**config.mk**
```make
export PLATFORM = sky130hd
export DESIGN_NAME = pwm_duty_sched
export DESIGN_NICKNAME = d
export VERILOG_FILES = /design/src/rtl/pwm_duty_sched.sv
export SDC_FILE = /design/constraint.sdc
export NUM_CORES = 1
export LEC_CHECK = 0
export BUFFER_PORTS_ARGS = -buffer_cell sky130_fd_sc_hd__buf_4
export CAP_MARGIN = 10
export CORE_MARGIN = 4
export CORE_UTILIZATION = 45
export DETAILED_ROUTE_END_ITERATION = 16
export HOLD_SLACK_MARGIN = 0.1
export PLACE_DENSITY = 0.76
export RECOVER_POWER = 25
export SLEW_MARGIN = 40
export SYNTH_ARGS = -nofsm -noshare
export SYNTH_HDL_FRONTEND = slang
export SYNTH_SLANG_ARGS = --single-unit
```
**constraint.sdc**
```tcl
create_clock -name clk -period 3.9 [get_ports clk]
set_input_delay 0.195 -clock clk [delete_from_list [all_inputs] [get_ports clk]]
set_output_delay 0.195 -clock clk [all_outputs]
set_load 0.03 [all_outputs]
```
**src/rtl/pwm_duty_sched.sv**
```systemverilog
// rtl/pwm_duty_sched.sv - per-motor duty scheduler with slew limit and overcurrent fault latch
module pwm_duty_sched #(
    parameter logic [10:0] SLEW      = 11'd16,
    parameter logic [2:0]  OVR_LIMIT = 3'd4,
    parameter logic [10:0] DUTY_MIN  = 11'd64,
    parameter logic [10:0] DUTY_MAX  = 11'd1983
) (
    input  logic        clk,
    input  logic        rst_n,
    input  logic        en,
    input  logic [10:0] spd_req,
    input  logic        PWM_synch,
    input  logic        ovr_I_blank,
    input  logic        OVR_I,
    input  logic        fault_clr,
    output logic [10:0] duty,
    output logic        running,
    output logic        fault
);

    localparam logic [10:0] MID = 11'h400;

    typedef enum logic [1:0] {IDLE, RUN, FAULT} state_t;

    state_t      state_q, state_d;
    logic [10:0] duty_q, duty_d;
    logic        running_q, running_d;
    logic        fault_q, fault_d;
    logic        ovr_seen_q, ovr_seen_d;
    logic [2:0]  ovr_cnt_q, ovr_cnt_d;

    logic        hit;
    logic        per;
    logic [2:0]  cnt_upd;
    logic [10:0] tgt_raw, tgt_clamp, tgt;
    logic [11:0] gap, up_sum, dn_diff;
    logic [10:0] duty_upd;

    assign hit     = OVR_I & ~ovr_I_blank;
    assign per     = ovr_seen_q | hit;
    assign tgt_raw = {~spd_req[10], spd_req[9:0]};
    assign tgt     = (en && state_q == RUN) ? tgt_clamp : MID;

    always_comb begin
        tgt_clamp = tgt_raw;
        if (tgt_raw < DUTY_MIN) begin
            tgt_clamp = DUTY_MIN;
        end else if (tgt_raw > DUTY_MAX) begin
            tgt_clamp = DUTY_MAX;
        end
    end

    always_comb begin
        if (!per) begin
            cnt_upd = 3'd0;
        end else if (ovr_cnt_q == 3'd7) begin
            cnt_upd = 3'd7;
        end else begin
            cnt_upd = ovr_cnt_q + 3'd1;
        end
    end

    // Step toward tgt by at most SLEW; 12-bit sums saturate rather than wrap.
    always_comb begin
        up_sum   = {1'b0, duty_q} + {1'b0, SLEW};
        dn_diff  = {1'b0, duty_q} - {1'b0, SLEW};
        gap      = 12'd0;
        duty_upd = duty_q;
        if (tgt >= duty_q) begin
            gap = {1'b0, tgt} - {1'b0, duty_q};
            if (gap <= {1'b0, SLEW}) begin
                duty_upd = tgt;
            end else begin
                duty_upd = up_sum[11] ? 11'h7FF : up_sum[10:0];
            end
        end else begin
            gap = {1'b0, duty_q} - {1'b0, tgt};
            if (gap <= {1'b0, SLEW}) begin
                duty_upd = tgt;
            end else begin
                duty_upd = dn_diff[11] ? 11'h000 : dn_diff[10:0];
            end
        end
    end

    always_comb begin
        state_d    = state_q;
        duty_d     = duty_q;
        ovr_cnt_d  = ovr_cnt_q;
        ovr_seen_d = ovr_seen_q | hit;
        case (state_q)
            IDLE: begin
                duty_d = MID;
                if (PWM_synch) begin
                    ovr_cnt_d  = cnt_upd;
                    ovr_seen_d = 1'b0;
                    if (en && !fault_q) begin
                        state_d = RUN;
                    end
                end
            end
            RUN: begin
                if (PWM_synch) begin
                    ovr_cnt_d  = cnt_upd;
                    ovr_seen_d = 1'b0;
                    if (cnt_upd >= OVR_LIMIT) begin
                        state_d = FAULT;
                        duty_d  = MID;
                    end else begin
                        duty_d = duty_upd;
                        if (!en && duty_upd == MID) begin
                            state_d = IDLE;
                        end
                    end
                end
            end
            FAULT: begin
                duty_d     = MID;
                ovr_seen_d = ovr_seen_q;
                if (fault_clr) begin
                    state_d    = IDLE;
                    ovr_cnt_d  = 3'd0;
                    ovr_seen_d = 1'b0;
                end
            end
            default: begin
                state_d = IDLE;
                duty_d  = MID;
            end
        endcase
        running_d = (state_d == RUN);
        fault_d   = (state_d == FAULT);
    end

    always_ff @(posedge clk or negedge rst_n) begin
        if (!rst_n) begin
            state_q    <= IDLE;
            duty_q     <= MID;
            running_q  <= 1'b0;
            fault_q    <= 1'b0;
            ovr_seen_q <= 1'b0;
            ovr_cnt_q  <= 3'd0;
        end else begin
            state_q    <= state_d;
            duty_q     <= duty_d;
            running_q  <= running_d;
            fault_q    <= fault_d;
            ovr_seen_q <= ovr_seen_d;
            ovr_cnt_q  <= ovr_cnt_d;
        end
    end

    assign duty    = duty_q;
    assign running = running_q;
    assign fault   = fault_q;

endmodule

```
After elaboration in Yosys (flattened, before gate mapping)
Index checks and enable logic that the tools add are counted.
{"block": "word_totals", "elab_cells": 65, "output_inout_bits": 13, "input_bits": 18, "ff_bits": 19}
{"block": "op_classes", "bitwise": 4, "reduce_logical": 9, "add_sub_neg": 5, "eq_ne": 9, "muxes": 26, "n_lt_le_gt_ge": 6}
{"op": "two-way mux 11 bit", "count": 11}
{"op": "<= comparator 12 x 5 -> 1 bit, second input constant", "count": 2}
{"op": "subtractor 11 x 11 -> 12 bit", "count": 2}
{"op": "adder 11 x 5 -> 12 bit, second input constant", "count": 1}
{"op": "two-way mux 2 bit", "count": 6}
{"op": "two-way mux 3 bit", "count": 4}
{"op": "subtractor 11 x 5 -> 12 bit, second input constant", "count": 1}
{"op": "== test 11 bit, second input constant", "count": 1}
{"op": "greater-or-equal comparator 11 bit", "count": 1}
{"op": "> comparator 11 bit, second input constant", "count": 1}
{"op": "less-than comparator 11 x 7 -> 1 bit, second input constant", "count": 1}
{"op": "case mux 2 bit (3 select lines)", "count": 1}
{"op": "case mux 3 bit (2 select lines)", "count": 1}
{"op": "== test 2 x 1 -> 1 bit, second input constant", "count": 2}
{"op": "== test 2 bit, second input constant", "count": 2}
{"op": "!= test 2 bit, second input constant", "count": 2}
{"op": "adder 3 x 1 -> 3 bit, second input constant", "count": 1}
{"op": "== test 3 bit, second input constant", "count": 1}
{"op": "greater-or-equal comparator 3 bit, second input constant", "count": 1}
{"op": "logical AND 1 bit", "count": 3}
{"op": "AND reduction 3 bit", "count": 1}
{"op": "logical NOT 1 bit", "count": 2}
{"op": "logical NOT 2 bit", "count": 1}
{"op": "two-way mux 1 bit", "count": 2}
{"op": "7 further kinds", "count": 8}

Logic depth before layout (Yosys ltp)
Gate-level depths: netlist of the first run.
{"block": "logic_depth", "depth_word": 16, "ltp_mapped": 18, "mapped_depth_nobuf": 16}

Worst setup path after synthesis of the first run
OpenSTA, ideal clock, no wires.
{"block": "synth_timing", "kind": "reg-to-reg", "from": "register state_q[1]", "to": "register running_q (netlist: running)", "arrival_ps": 3633, "required_time_ps": 3759, "setup_slack_ps": 126, "stages_incl_launch_ff": 18, "path_buffers": 2, "synth_period_minus_slack_ps": 3774, "setup_time_ps": 141, "cell_sequence": "dfrtp_1 -> nand2b_1 -> a211oi_1 -> o21ai_0 -> inv_1 -> ha_1 -> buf_4 -> a21oi_1 -> nand2_1 -> a21oi_1 -> mux2_2 -> nor3_2 -> a21oi_2 -> buf_2 -> a22o_1 -> a21o_1 -> nor4_4 -> a31oi_1"}
{"block": "synth_between", "elab_chain_len": 14, "elab_cells_between_ends": 23, "cone_classes": "add/sub: 2; order compare: 3; eq/ne: 4; mux: 11; reduce/logical: 3"}
{"item": "start, declared", "line": "25", "rtl": "state_t state_q, state_d;"}
{"item": "start signal, assigned", "line": "144", "rtl": "state_q <= state_d;"}
{"item": "== test 2 x 1 -> 1 bit", "line": "42, 91"}
{"item": "logical AND 1 bit", "line": "42", "rtl": "assign tgt = (en && state_q == RUN) ? tgt_clamp : MID;"}
{"item": "two-way mux 11 bit", "line": "42"}
{"item": "subtractor 11 x 11 -> 12 bit, on equally long branches", "line": "77, 70"}
{"item": "<= comparator 12 x 5 -> 1 bit, on equally long branches", "line": "78, 71"}
{"item": "two-way mux 11 bit, on equally long branches", "line": "78, 71"}
{"item": "two-way mux 11 bit", "line": "69", "rtl": "if (tgt >= duty_q) begin"}
{"item": "== test 11 bit", "line": "111", "rtl": "if (!en && duty_upd == MID) begin"}
{"item": "logical AND 1 bit", "line": "111"}
{"item": "two-way mux 2 bit", "line": "111"}
{"item": "two-way mux 2 bit", "line": "106", "rtl": "if (cnt_upd >= OVR_LIMIT) begin"}
{"item": "two-way mux 2 bit", "line": "103", "rtl": "if (PWM_synch) begin"}
{"item": "case mux 2 bit (3 select lines) (*)", "line": "91", "rtl": "case (state_q)"}
{"item": "== test 2 x 1 -> 1 bit (*)", "line": "131", "rtl": "running_d = (state_d == RUN);"}
{"item": "net running_d", "line": "27", "rtl": "logic running_q, running_d;"}
{"item": "end signal, assigned", "line": "146", "rtl": "running_q <= running_d;"}
{"item": "end, declared", "line": "27"}
The timed path passes the listed nets; every way through them passes the cells marked *.
A chain may end at the register's enable or synchronous reset.

Worst setup path in the final report of the first run
Ends and elaborated chain as after synthesis.

==> results of run 1 <==
[how the worst max path moves through the flow]
stage	depth (start not counted)	startpoint	to
floorplan	17	state_q[1]$_DFF_PN0_	running$_DFF_PN0_
global placement	18	spd_req[7]	state_q[0]$_DFF_PN0_
detailed placement	18	spd_req[7]	state_q[0]$_DFF_PN0_
CTS	16	state_q[1]$_DFF_PN0_	duty[5]$_DFFE_PN0P_
global route	18	state_q[1]$_DFF_PN0_	running$_DFF_PN0_
finish	17	state_q[1]$_DFF_PN0_	running$_DFF_PN0_
[sequential cells by signal (all words and copies together) (netlist names)]
name / cells
duty: 11
fault: 1
ovr_cnt_q: 3
ovr_seen_q: 1
running: 1
state_q: 2
[layout make-up]
cell class              count  area, sq um
multi-input cells         295         2280
fillers                   523         2280
repair buffers             91          689
flip-flops and latches     19          477
inverters                  26         97.6
well taps                  75         93.8
clock buffers               3         41.3
clock inverters             1         5.00
[power by group through the flow]
stage	Clock [uW]	Combinational, uW	Sequential (uW)
3_5_place_dp	0	2520	322
6_report	136	2790	327
5_1_grt	147	3000	337
3_3_place_gp	0	2480	320
2_1_floorplan	0	1650	409
4_1_cts	138	2580	320
[cells by family after synthesis]
family | synth area share
flops | 0.172
fa+ha+maj | 0.122
mux | 0.00769
xor+xnor | 0.0348
buf+inv | 0.0701
simple gates | 0.205
compound gates | 0.388
[synthesized netlist by cell type, types with 3 or more instances]
| master | number |
|---|---|
| and2_1 | 3 |
| clkbuf_1 | 4 |
| nor3_1 | 8 |
| o211ai_1 | 4 |
| ha_1 | 27 |
| buf_4 | 3 |
| o21bai_1 | 3 |
| xor2_1 | 3 |
| inv_1 | 26 |
| a21o_1 | 8 |
| buf_2 | 5 |
| a31oi_1 | 5 |
| xnor2_1 | 8 |
| a21oi_1 | 32 |
| nand3_1 | 8 |
| a221oi_1 | 3 |
| a32o_1 | 10 |
| nor2b_1 | 7 |
| nor2_1 | 17 |
| and3_1 | 7 |
| o21ai_2 | 4 |
| o21ai_0 | 25 |
| nand2b_1 | 4 |
| a21boi_0 | 4 |
| dfrtp_1 | 18 |
| nand2_1 | 45 |
| o21a_1 | 4 |
| buf_6 | 3 |
| o31ai_1 | 3 |
[per-layer routing]
metal,track usage,part of all wire,vias to the layer above
li1,-,-,1478
met1,0.320,0.44,1483
met2,0.407,0.50,115
met3,0.0162,0.046,24
met4,0.0467,0.020,0
met5,0,0,-
[worst register-to-register path: stages (launching register included)]
cell,delay [ns]
dfrtp_1,0.38
nand2b_4,0.16
a211oi_2,0.14
buf_4,0.18
o21ai_2,0.08
inv_1,0.08
ha_1,0.22
nor2b_1,0.15
o21bai_1,0.25
a21oi_1,0.12
or3_1,0.38
a221oi_2,0.35
nand2_1,0.16
o21ai_4,0.27
buf_4,0.16
o2bb2a_4,0.17
nor4_4,0.33
a31oi_1,0.14
[repair_timing]
| action | CTS | global route |
|---|---|---|
| hold endpoints to repair | 19 | 0 |
| endpoints found under the setup margin | 2 | 10 |
| gates resized for setup | 1 | 38 |
| hold buffers | 1 | 0 |
| setup buffers | 3 | 2 |
| pin swaps | 3 | 11 |
[metrics by stage]
| stage | util | hold slack [ns] | total power [uW] | instances | TNS, ns |
|---|---|---|---|---|---|
| global placement | 0.571 | 0.0769 | 2800 | 500 | -0.271 |
| CTS | 0.586 | 0.129 | 3040 | 508 | -0.0353 |
| floorplan | - | -0.101 | 2050 | 355 | 0 |
| finish | 0.618 | 0.134 | 3260 | 510 | 0 |
| global route | 0.618 | 0.130 | 3490 | 510 | -0.0418 |
| detailed placement | 0.571 | 0.0821 | 2840 | 500 | -0.321 |
==> flow_metrics.py, run 1 <==
metrics = {
    "routing": {
        "drc": 0,
        "num_vias": 3100,
        "drt_wl_total_mm": 8.99,
        "drtPass1Iterations": 4,
        "drt_iter0_drc": 216,
        "ant_nets": 0,
        "routed_via_density": 6.08,
        "wl_per_cell_microns": 17.6,
    },
    "cts": {
        "cts-root-buf": "clkbuf_8",
        "insertion_delay_ns": 0.26,
        "clk_transition_reported_paths_ns": 0.07,
        "tritoncts": "built",
        "ctsHtreeMaxLevel": 1,
        "cts_made_buffers": 3,
        "cts_num_sinks": 19,
        "cts_buffer_depth": 2,
    },
    "finish": {
        "mostFrequentLayoutCells": "buf_4 (87), nand2_1 (44), a21oi_1 (30), inv_1 (26), o21ai_0 (21)",
        "drive_gt1_frac": 0.329,
        "antenna_cells": 0,
        "final_area_sq_um": 3680,
        "synthToLayoutAreaGrowth_pct": 33.0,
        "nNetsFinal": 481,
        "final_common_cell": "buf_4",
    },
    "sta": {
        "timing.final.ws_setup_ns": 0.0554,
        "worst_slew_pin_slew_ns": 1.05,
        "hold_viol_final": 0,
        "slew_viol_final": 0,
        "maxSlewHeadroom": 0.300,
        "period_minus_slack_ns": 3.84,
        "fmax_ghz": 0.260,
        "finalSetupViolCount": 0,
        "clock_skew_ns": 0.00500,
        "post-route-period-util": 0.986,
    },
    "logic_synthesis": {
        "ys_top_cells_by_area": "dfrtp_1 (16%), ha_1 (12%), nand2_1 (6.1%), a21oi_1 (5.8%), o21ai_0 (4.5%)",
        "ys_ff_latch": 19,
        "synth_top_flop_cell": "dfrtp_1",
        "synth_edf_count": 0,
        "yosysWarnings": 0,
        "synthArstFlopShare": 1.00,
        "syn-cell-area_sq_um": 2770,
        "yosys.area.top_type": "dfrtp_1",
        "syn_avg_cell_area_sq_um": 7.79,
        "yosysTopAreaCellShare": 0.163,
        "synthCells": 355,
        "ys_types": 71,
        "synth_nets": 400,
        "yosysSeqAreaShare": 0.172,
    },
    "power": {
        "p_per_area_nw_per_um2": 885,
        "netSwitchingFraction": 0.509,
        "p_int_uw": 1600,
        "share_comb_of_total_power": 0.858,
        "max-vdd-ir-drop_mv": 0.485,
        "clkPwrFrac": 0.042,
        "p_leak_uw": 0.00169,
        "p_sw_uw": 1660,
        "p_seq_frac": 0.101,
    },
    "setup_path": {
        "r2r-end": "running$_DFF_PN0_",
        "critPathMaxStageDelay_ns": 0.38,
        "crit_required_ns": 4.02,
        "r2r_setup_slack_ns": 0.06,
        "start_kind": "flop",
        "cpMaxStageDelayCell": "dfrtp_1",
        "path_max_fanout": 6,
        "critPathTopFamily": "compound AO/OA/AOI/OAI gates",
        "arrival_ns": 3.97,
        "ff2ff_path_depth": 17,
        "r2r_start": "state_q[1]$_DFF_PN0_",
        "critPathKind": "reg2reg",
        "cp_common_cell": "buf_4",
        "critPathCaptureType": "flop",
        "path_cells": "nand2b_4, a211oi_2, buf_4, o21ai_2, inv_1, ha_1, nor2b_1, o21bai_1, a21oi_1, or3_1, a221oi_2, nand2_1, o21ai_4, buf_4, o2bb2a_4, nor4_4, a31oi_1",
        "cp_num_buf_inv": 3,
    },
    "place": {
        "dp.final_hpwl_mm": 7.11,
        "dpl_cell_area_sq_um": 3400,
        "place.gp.congestion": 1.04,
        "io_buffer_count": 30,
        "post-place-ws_ns": -0.127,
    },
    "global_route": {
        "grt_max_degree": 20,
        "antenna_found_initial": 0,
        "grt_pass1_vias": 3021,
        "grt_pass1_wl_mm": 14.4,
        "overflow": 0,
        "track_usage": 0.234,
    },
    "min_path": {
        "hp-class": "in2reg",
        "min_from": "fault_clr",
        "min_delay_path_depth": 2,
        "min_to": "state_q[1]$_DFF_PN0_",
    },
    "die": {
        "initial_core_util": 0.464,
        "die_w_microns": 86.4,
        "dieHeight_microns": 86.4,
        "io_pins": 31,
        "num_rows": 28,
        "core_sq_um": 5960,
        "fp.dieArea_sq_um": 7470,
    },
    "status": {
        "status": "finished, final reports clean",
    },
    "job": {
        "drv_cap": 0,
    },
}
No activity file was read; power rests on OpenSTA's default activity.
==> run 2, diff against run 1 <==
--- a/config.mk
+++ b/config.mk
@@ -7,7 +7,6 @@
 export LEC_CHECK = 0
 export BUFFER_PORTS_ARGS = -buffer_cell sky130_fd_sc_hd__buf_4
 export CAP_MARGIN = 10
-export CORE_MARGIN = 4
 export CORE_UTILIZATION = 45
 export DETAILED_ROUTE_END_ITERATION = 16
 export HOLD_SLACK_MARGIN = 0.1
==> flow_metrics.py, run 2 (same netlist as run 1, synthesis figures left out) <==
metrics = {
    "sta": {
        "hold_viol_final": 0,
        "period_minus_slack_ns": 3.83,
        "holdWs_ns": 0.128,
        "fmax_ghz": 0.261,
        "maxSlewHeadroom": 0.311,
        "slew_viol_final": 0,
        "finalSetupViolCount": 0,
        "post-route-period-util": 0.983,
        "clock_skew_ns": 0.00547,
        "worst_slew_pin_slew_ns": 1.03,
    },
    "power": {
        "p_per_area_nw_per_um2": 921,
        "netSwitchingFraction": 0.509,
        "share_comb_of_total_power": 0.874,
        "p_leak_uw": 0.00174,
        "max-vdd-ir-drop_mv": 0.505,
        "p_int_uw": 1770,
        "p_sw_uw": 1830,
        "p_seq_frac": 0.088,
        "clkPwrFrac": 0.038,
        "finalPower_uw": 3600,
    },
    "die": {
        "core_sq_um": 5920,
        "io_pins": 31,
        "initial_core_util": 0.467,
        "fp.dieArea_sq_um": 6460,
        "dieHeight_microns": 80.4,
        "die_w_microns": 80.4,
        "num_rows": 28,
    },
    "global_route": {
        "overflow": 0,
        "grt_pass1_vias": 2906,
        "antenna_found_initial": 0,
        "grt_max_degree": 20,
        "grt_pass1_wl_mm": 13.6,
        "track_usage": 0.268,
    },
    "setup_path": {
        "start_kind": "flop",
        "critPathCaptureType": "flop",
        "path_cells": "nand2b_4, a211oi_2, buf_4, o21ai_1, inv_1, ha_4, nor2b_4, buf_4, o211ai_1, o211a_1, mux2i_2, a221oi_4, a21oi_4, buf_4, buf_4, a32o_1, a21oi_1, nor4_4, a31oi_1",
        "crit_required_ns": 4.03,
        "cp_common_cell": "buf_4",
        "cpMaxStageDelayCell": "dfrtp_1",
        "critPathKind": "reg2reg",
        "path_max_fanout": 6,
        "arrival_ns": 3.96,
        "critPathMaxStageDelay_ns": 0.38,
    },
    "routing": {
        "drc": 0,
        "drtPass1Iterations": 5,
        "routed_via_density": 6.18,
        "wl_per_cell_microns": 18.3,
        "ant_nets": 0,
        "drt_iter0_drc": 198,
        "drt_wl_total_mm": 9.40,
        "num_vias": 3174,
    },
    "place": {
        "dp.final_hpwl_mm": 6.83,
        "io_buffer_count": 30,
        "place.gp.congestion": 0.919,
        "dpl.cell_count": 499,
    },
    "status": {
        "status": "finished, final reports clean",
    },
    "cts": {
        "cts_num_sinks": 19,
        "cts-root-buf": "clkbuf_8",
        "clk_transition_reported_paths_ns": 0.07,
        "insertion_delay_ns": 0.26,
        "tritoncts": "built",
        "cts_made_buffers": 3,
        "ctsHtreeMaxLevel": 1,
        "cts_buffer_depth": 2,
    },
    "finish": {
        "layout.cells.non_filler": 514,
        "nNetsFinal": 485,
        "synthToLayoutAreaGrowth_pct": 41.2,
        "antenna_cells": 0,
        "drive_gt1_frac": 0.383,
        "mostFrequentLayoutCells": "buf_4 (89), nand2_1 (40), a21oi_1 (26), inv_1 (24), o21ai_0 (19)",
        "final_common_cell": "buf_4",
        "largest_reg_flops": 11,
    },
    "job": {
        "drv_cap": 0,
    },
    "min_path": {
        "hp-class": "in2reg",
    },
}
[run 2: routing by layer]
metal	wire length, microns	up-vias	share of wire	global-route usage
met5	0	-	0	0
met4	241	0	0.026	0.0768
met3	487	32	0.052	0.0182
met2	4710	145	0.50	0.470
met1	3960	1509	0.42	0.350
li1	-	1488	-	-
[run 2: critical path: cells and delay by family, from the launching register on]
family / cells / cell delay [ns]
AND/OR/NAND/NOR: 3 / 0.59
AO/OA/AOI/OAI: 9 / 1.46
adder cells (fa/ha/maj): 1 / 0.22
multiplexers: 1 / 0.29
flip-flops: 1 / 0.38
buffers and inverters: 5 / 0.75
[run 2: repair_timing]
item                                   CTS  global route
buffers inserted                         0            10
setup endpoints to repair                4            12
resized for setup                        3            71
endpoints found under the hold margin   19             0
hold buffers                             1             0
pin swaps                                1            22
[run 2: through the flow]
step | instance area, sq um | utilization | setup WS (ns) | setup TNS (ns)
CTS | 3480 | 0.587 | 0.000669 | 0
finish | 3910 | 0.660 | 0.0676 | 0
global route | 3910 | 0.660 | -0.119 | -0.291
global placement | 3410 | 0.575 | -0.0763 | -0.220
floorplan | 2770 | - | 0.126 | 0
detailed placement | 3410 | 0.575 | -0.138 | -0.355
[run 2: worst paths after layout]
path | slack [ns] | end | startpoint | cells after the start
max | 0.07 | running$_DFF_PN0_ | state_q[1]$_DFF_PN0_ | 19
min | 0.13 | state_q[1]$_DFF_PN0_ | fault_clr | 2
max reg2reg | 0.07 | running$_DFF_PN0_ | state_q[1]$_DFF_PN0_ | 19
min reg2reg | 0.50 | ovr_cnt_q[1]$_DFFE_PN0P_ | ovr_cnt_q[1]$_DFFE_PN0P_ | 2
max in group asynchronous | 2.64 | duty[6]$_DFFE_PN0P_ | rst_n | 2
min in group asynchronous | 0.63 | ovr_cnt_q[1]$_DFFE_PN0P_ | rst_n | 2
[run 2: power by group through the flow]
stage                     clock, uW  combinational (uW)  sequential (uW)
after floorplan                   0                1650              409
after global placement            0                2540              312
after detailed placement          0                2580              313
after CTS                       138                2610              311
after global routing            145                3340              324
final                           136                3150              318
[run 2: layout make-up]
class | instances | area, sq um
multi-input combinational | 295 | 2460
fill | 473 | 2010
timing repair buffer | 95 | 736
sequential | 19 | 477
inverter | 26 | 97.6
tap | 75 | 93.8
clock buffer | 3 | 41.3
clock inverter | 1 | 5.00
